### src/rtl/mem_store_unit.sv
// Store side of the MEM stage: aligns sb/sh/sw data onto byte lanes, builds the
// byte-enable mask and holds a single write request to the data cache until it answers.
module mem_store_unit #(
    parameter int COUNT_WIDTH = 32
) (
    input  logic                   clk,
    input  logic                   rst,
    input  logic                   store_req,
    input  logic [2:0]             funct3,
    input  logic [31:0]            addr,
    input  logic [31:0]            rs2_data,
    input  logic                   mem_resp,
    output logic                   mem_write,
    output logic [31:0]            mem_address,
    output logic [31:0]            mem_wdata,
    output logic [3:0]             mem_byte_enable,
    output logic                   stall,
    output logic                   store_done,
    output logic                   store_fault,
    output logic [COUNT_WIDTH-1:0] store_count
);

    typedef enum logic {IDLE, BUSY} state_t;

    state_t      state, state_nxt;
    logic        legal;
    logic        accept;
    logic [31:0] wdata_al;
    logic [3:0]  mask_al;

    // Lane alignment of the incoming store; only meaningful when legal is set.
    always_comb begin
        legal    = 1'b0;
        wdata_al = rs2_data;
        mask_al  = 4'b0000;
        unique case (funct3)
            3'b000: begin
                legal    = 1'b1;
                wdata_al = {4{rs2_data[7:0]}};
                mask_al  = 4'b0001 << addr[1:0];
            end
            3'b001: begin
                legal    = ~addr[0];
                wdata_al = {2{rs2_data[15:0]}};
                mask_al  = addr[1] ? 4'b1100 : 4'b0011;
            end
            3'b010: begin
                legal    = (addr[1:0] == 2'b00);
                wdata_al = rs2_data;
                mask_al  = 4'b1111;
            end
            default: legal = 1'b0;
        endcase
    end

    always_comb begin
        state_nxt   = state;
        stall       = 1'b0;
        store_done  = 1'b0;
        store_fault = 1'b0;
        accept      = 1'b0;
        unique case (state)
            IDLE: begin
                if (store_req) begin
                    if (legal) begin
                        accept    = 1'b1;
                        stall     = 1'b1;
                        state_nxt = BUSY;
                    end else begin
                        store_fault = 1'b1;
                    end
                end
            end
            BUSY: begin
                if (mem_resp) begin
                    store_done = 1'b1;
                    state_nxt  = IDLE;
                end else begin
                    stall = 1'b1;
                end
            end
            default: state_nxt = IDLE;
        endcase
        // Reset is asynchronous, so the combinational strobes must also vanish at once.
        if (rst) begin
            stall       = 1'b0;
            store_done  = 1'b0;
            store_fault = 1'b0;
            accept      = 1'b0;
        end
    end

    assign mem_write = (state == BUSY);

    always_ff @(posedge clk or posedge rst) begin
        if (rst) begin
            state           <= IDLE;
            mem_address     <= '0;
            mem_wdata       <= '0;
            mem_byte_enable <= '0;
            store_count     <= '0;
        end else begin
            state <= state_nxt;
            if (accept) begin
                mem_address     <= {addr[31:2], 2'b00};
                mem_wdata       <= wdata_al;
                mem_byte_enable <= mask_al;
            end
            if (store_done)
                store_count <= store_count + COUNT_WIDTH'(1);
        end
    end

endmodule

### config.mk
export PLATFORM = sky130hd
export DESIGN_NAME = mem_store_unit
export DESIGN_NICKNAME = d
export VERILOG_FILES = /design/src/rtl/mem_store_unit.sv
export SDC_FILE = /design/constraint.sdc
export NUM_CORES = 1
export LEC_CHECK = 0
export CORE_MARGIN = 3
export CORE_UTILIZATION = 43
export DETAILED_ROUTE_END_ITERATION = 8
export GPL_TIMING_DRIVEN = 1
export PLACE_DENSITY = 0.91
export SLEW_MARGIN = 20
export SYNTH_ARGS = -nofsm -noshare
export SYNTH_HDL_FRONTEND = slang
export SYNTH_SLANG_ARGS = --single-unit
### constraint.sdc
create_clock -name clk -period 3.9 [get_ports clk]
set_input_delay 0.39 -clock clk [delete_from_list [all_inputs] [get_ports clk]]
set_output_delay 0.39 -clock clk [all_outputs]
set_load 0.05 [all_outputs]
Yosys cells after proc, flatten, opt, wreduce, memory -nomap -nowiden:

Cells that the tools add are included.

* output and inout bits: 104
* word-level logic and storage cells: 31
* input bits: 71
* register bits after elaboration: 99

* add/subtract/negate cells: 1
* equal/unequal tests: 2
* shift-type cells: 1
* muxes and demuxes: 18
* reduce and logical (&&, ||, !) cells: 2
* bitwise gates (word level): 2

Operators by type and width (number)
* $pmux 32 s2: 1
* $add 32x1->32 const B: 1
* $mux 1: 13
* $pmux 4 s3: 1
* $mux 4: 1
* $shl 1x2->4 const A: 1
* $eq 3x1->1 const B: 1
* $eq 3x2->1 const B: 1
* $logic_not 3->1: 1
* $pmux 1 s3: 1
* $logic_not 2->1: 1
* $not 1->1: 2
* $pmux 1 s2: 1

Depth between registers and ports, before layout:

* depth after elaboration: 6
* gate-level depth with buffers: 6
* gate-level depth less buffers: 5

Least setup slack after synthesis:

No wires, ideal clock.

* path kind: input to output
* start: input port rst
* end: output port stall
* stages: 2
* data required time: 3.510 ns
* buffers on the path: 0
* arrival time: 3.093 ns
* path slack: 0.417 ns
* cells stage by stage: inv_1 -> and2_1

* cells in the longest elaborated chain, start to end: 1

Ends and longest elaborated chain
* start, declared: RTL line 7 `input logic rst,`
* $mux 1: RTL line 85 `if (rst) begin`
* end, declared: RTL line 17 `output logic stall,`

No other way between the ends.

Worst setup path in the final report:

* start: input port addr[1]
* end: output port stall

* cells in the longest elaborated chain, start to end: 6

Ends and longest elaborated chain
* start, declared: RTL line 10 `input logic [31:0] addr,`
* $logic_not 2->1: RTL line 48 `legal = (addr[1:0] == 2'b00);`
* $pmux 1 s3: RTL line 36 `unique case (funct3)`
* $mux 1 (2 in a row)
* $pmux 1 s2
* named net state_nxt: RTL line 25 `state_t state, state_nxt;`
* $mux 1: RTL line 85

The timed path passes the listed nets, and every way through them passes these cells.

==> out/qor.csv <==
metric,value,unit
gp_congestion,0.821,
rows,36,
r2r_slack,1.82,ns
p_clk_share,17.0,%
nets,614,
final_cell_mix,"clkdlybuf4s50_1 (172), dfrtp_1 (99), nand2_1 (49)",
clkSinkCount,99,
synth.avg_cell_area,11.7,um2
hp-class,in -> async,
drt-initial-drc-count,122,
dp.final_hpwl,8500,um
layout_commonest_cell,clkdlybuf4s50_1,
start_kind,input port,
switching_share,42.2,%
start_util,44.5,%
cts.clk_slew.worst_paths,0.10,ns
postLayoutCoreUtil,64.9,%
cts_setup_buffers,0,
clk_latency,0.36,ns
fin_skew,0.00990,ns
portBuffers,172,
vdd_drop_max,0.000354,V
n_antenna_cell,0,
viasPerCell,5.06,
worst_ep_required_time,3.51,ns
pin_count,175,
dr.pass1.iters,6,
globalRouteTotalUtil,20.2,%
grt_pass1_vias,3626,
slew_viol_final,0,
cts_max_path_buffers,2,
cts_tree,built,
dieWidth,107,um
setup-tns-final,0,ns
period_share,75.7,%
stdcell_count,680,
placed_cells,664,
area_delta_synth_final,45.9,%
p_sw,1450,uW
die_h,107,um
fmax,339,MHz
die_area,11400,um2
combPwrFrac,43.8,%
wl_per_cell,16.5,um
maxCapViolations,0,
finalCriticalPeriod,2.95,ns
fin_area,6370,um2
grt_antenna_before_repair,0,
cts_root_buf,clkbuf_8,
grt_max_degree,95,
crit_path_end_kind,output port,
syn_inst,373,
cts-buffers-inserted,9,
yosysSeqAreaShare,56.7,%
synthesis.area,4370,um2
final_layout_size_suffix_gt1_share,12.2,%
internal_power,1990,uW
critPathKind,in -> out,
vias,3444,
worst-path-max-fanout,6,
seq_power_share,39.2,%
drtAntennaViolNets,0,
worst_slew_pin_slew,1.02,ns
ctsResizeCount,0,
status,finished clean,
r2r-start,mem_write,
synth-seq-cells,99,
cts_hold_buf,0,
overflow,0,
ff2ff_path_depth,4,
rsz0062_at_grt,false,
powerDensity,539,nW/um2
yosysWarnings,0,
placed_area,6200,um2
synth_cell_type_count,36,
relSlewSlack,31.6,%
htreeDepth,3,
hold_violations,0,
setup_violations,0,
wl,11200,um
p_leak,0.00280,uW
worst_r2r_endpoint,mem_address[11],
grt_pass1_wl,18200,um
arrival,2.56,ns
drc_errors,0,
core,9820,um2
==> worst max-delay path by stage <==
| stage | start | to | slack (ns) | cells past startpoint |
|---|---|---|---|---|
| 3_3_place_gp | funct3[1] | stall | 0.97 | 6 |
| 5_1_grt | funct3[1] | stall | 0.77 | 6 |
| 3_5_place_dp | addr[1] | stall | 0.95 | 6 |
| 4_1_cts | addr[1] | stall | 0.94 | 6 |
| 2_1_floorplan | rst | stall | 0.42 | 2 |
| 6_report | addr[1] | stall | 0.95 | 6 |
==> flip-flops by register name (all words and copies together), names as in the netlist <==
| name | cells |
|---|---|
| store_count | 32 |
| mem_address | 30 |
| mem_wdata | 32 |
| mem_byte_enable | 4 |
| mem_write | 1 |
==> kinds of logic after synthesis <==
logic type / Yosys count / synth area share [%]
xor gates and xnor gates: 31 / 6.22
DFF: 99 / 56.7
muxes: 62 / 15.3
buffers and inverters: 28 / 2.98
other: 1 / 0.0859
and+or+nand+nor: 105 / 12.9
adders and majority gates: 1 / 0.286
AOI/OAI and AO/OA: 46 / 5.47
==> layer usage <==
| metal | GRT usage [%] | wire, um | up-vias |
|---|---|---|---|
| met1 | 23.8 | 4390 | 1694 |
| met5 | 0 | 0 | - |
| met2 | 35.0 | 5850 | 106 |
| li1 | - | - | 1630 |
| met3 | 6.50 | 784 | 14 |
| met4 | 6.67 | 190 | 0 |
==> power by group through the flow <==
stage               clock [uW]  combinational (uW)  sequential [uW]
global placement             0                1490             1350
detailed placement           0                1520             1370
floorplan                    0                 233             2070
CTS                        602                1520             1350
finish                     584                1510             1350
global route               648                1570             1380
==> final cells by class <==
class                   count  area, um2
multi-input cells         247       1770
well taps                 133        166
clock inverters             6       42.5
clock buffers              10        128
repair buffers            176       1750
inverters                   9       36.3
flip-flops and latches     99       2480
fillers                   797       3450
==> stage by stage <==
| stage | worst slack, ns | hold WS (ns) | power (uW) |
|---|---|---|---|
| floorplan | 0.417 | 0.501 | 2300 |
| global route | 0.767 | 0.478 | 3600 |
| finish | 0.947 | 0.437 | 3440 |
| CTS | 0.938 | 0.444 | 3470 |
| detailed placement | 0.951 | 0.458 | 2890 |
| global placement | 0.969 | 0.456 | 2840 |
==> worst max-delay path, cell delays in order <==
cell,delay [ns]
clkdlybuf4s50_1,0.50
nor3_1,0.28
o21ai_0,0.23
o22ai_1,0.21
and2_1,0.15
clkdlybuf4s50_1,0.80
==> cells in the mapped netlist <==
master / count / area share (%)
dfrtp_1: 99 / 57
nand2_1: 49 / 4.2
mux2_2: 38 / 9.8
o21ai_0: 37 / 4.2
mux2i_1: 24 / 5.5
xnor2_1: 18 / 3.6
xor2_1: 13 / 2.6
nor3_1: 10 / 1.1
inv_1: 9 / 0.77
nand3_1: 8 / 0.92
clkbuf_1: 7 / 0.60
nand4_1: 7 / 1.0
buf_2: 5 / 0.57
nor2_1: 5 / 0.43
a31oi_1: 4 / 0.57
and4_1: 4 / 0.80
nor4_1: 4 / 0.57
a21oi_1: 3 / 0.34
and3_1: 3 / 0.43
buf_1: 3 / 0.26
buf_4: 3 / 0.52
nand4_2: 3 / 0.86
and2_1: 2 / 0.29
nand3b_1: 2 / 0.34
or4_4: 2 / 0.52
buf_6: 1 / 0.26
conb_1: 1 / 0.086
ha_1: 1 / 0.29
nand2b_1: 1 / 0.14
nor3b_1: 1 / 0.17
nor3b_2: 1 / 0.29
nor4_4: 1 / 0.49
o211ai_1: 1 / 0.17
o22ai_1: 1 / 0.14
or3_1: 1 / 0.14
or3b_2: 1 / 0.20
Power figures use the tool's default switching activity.
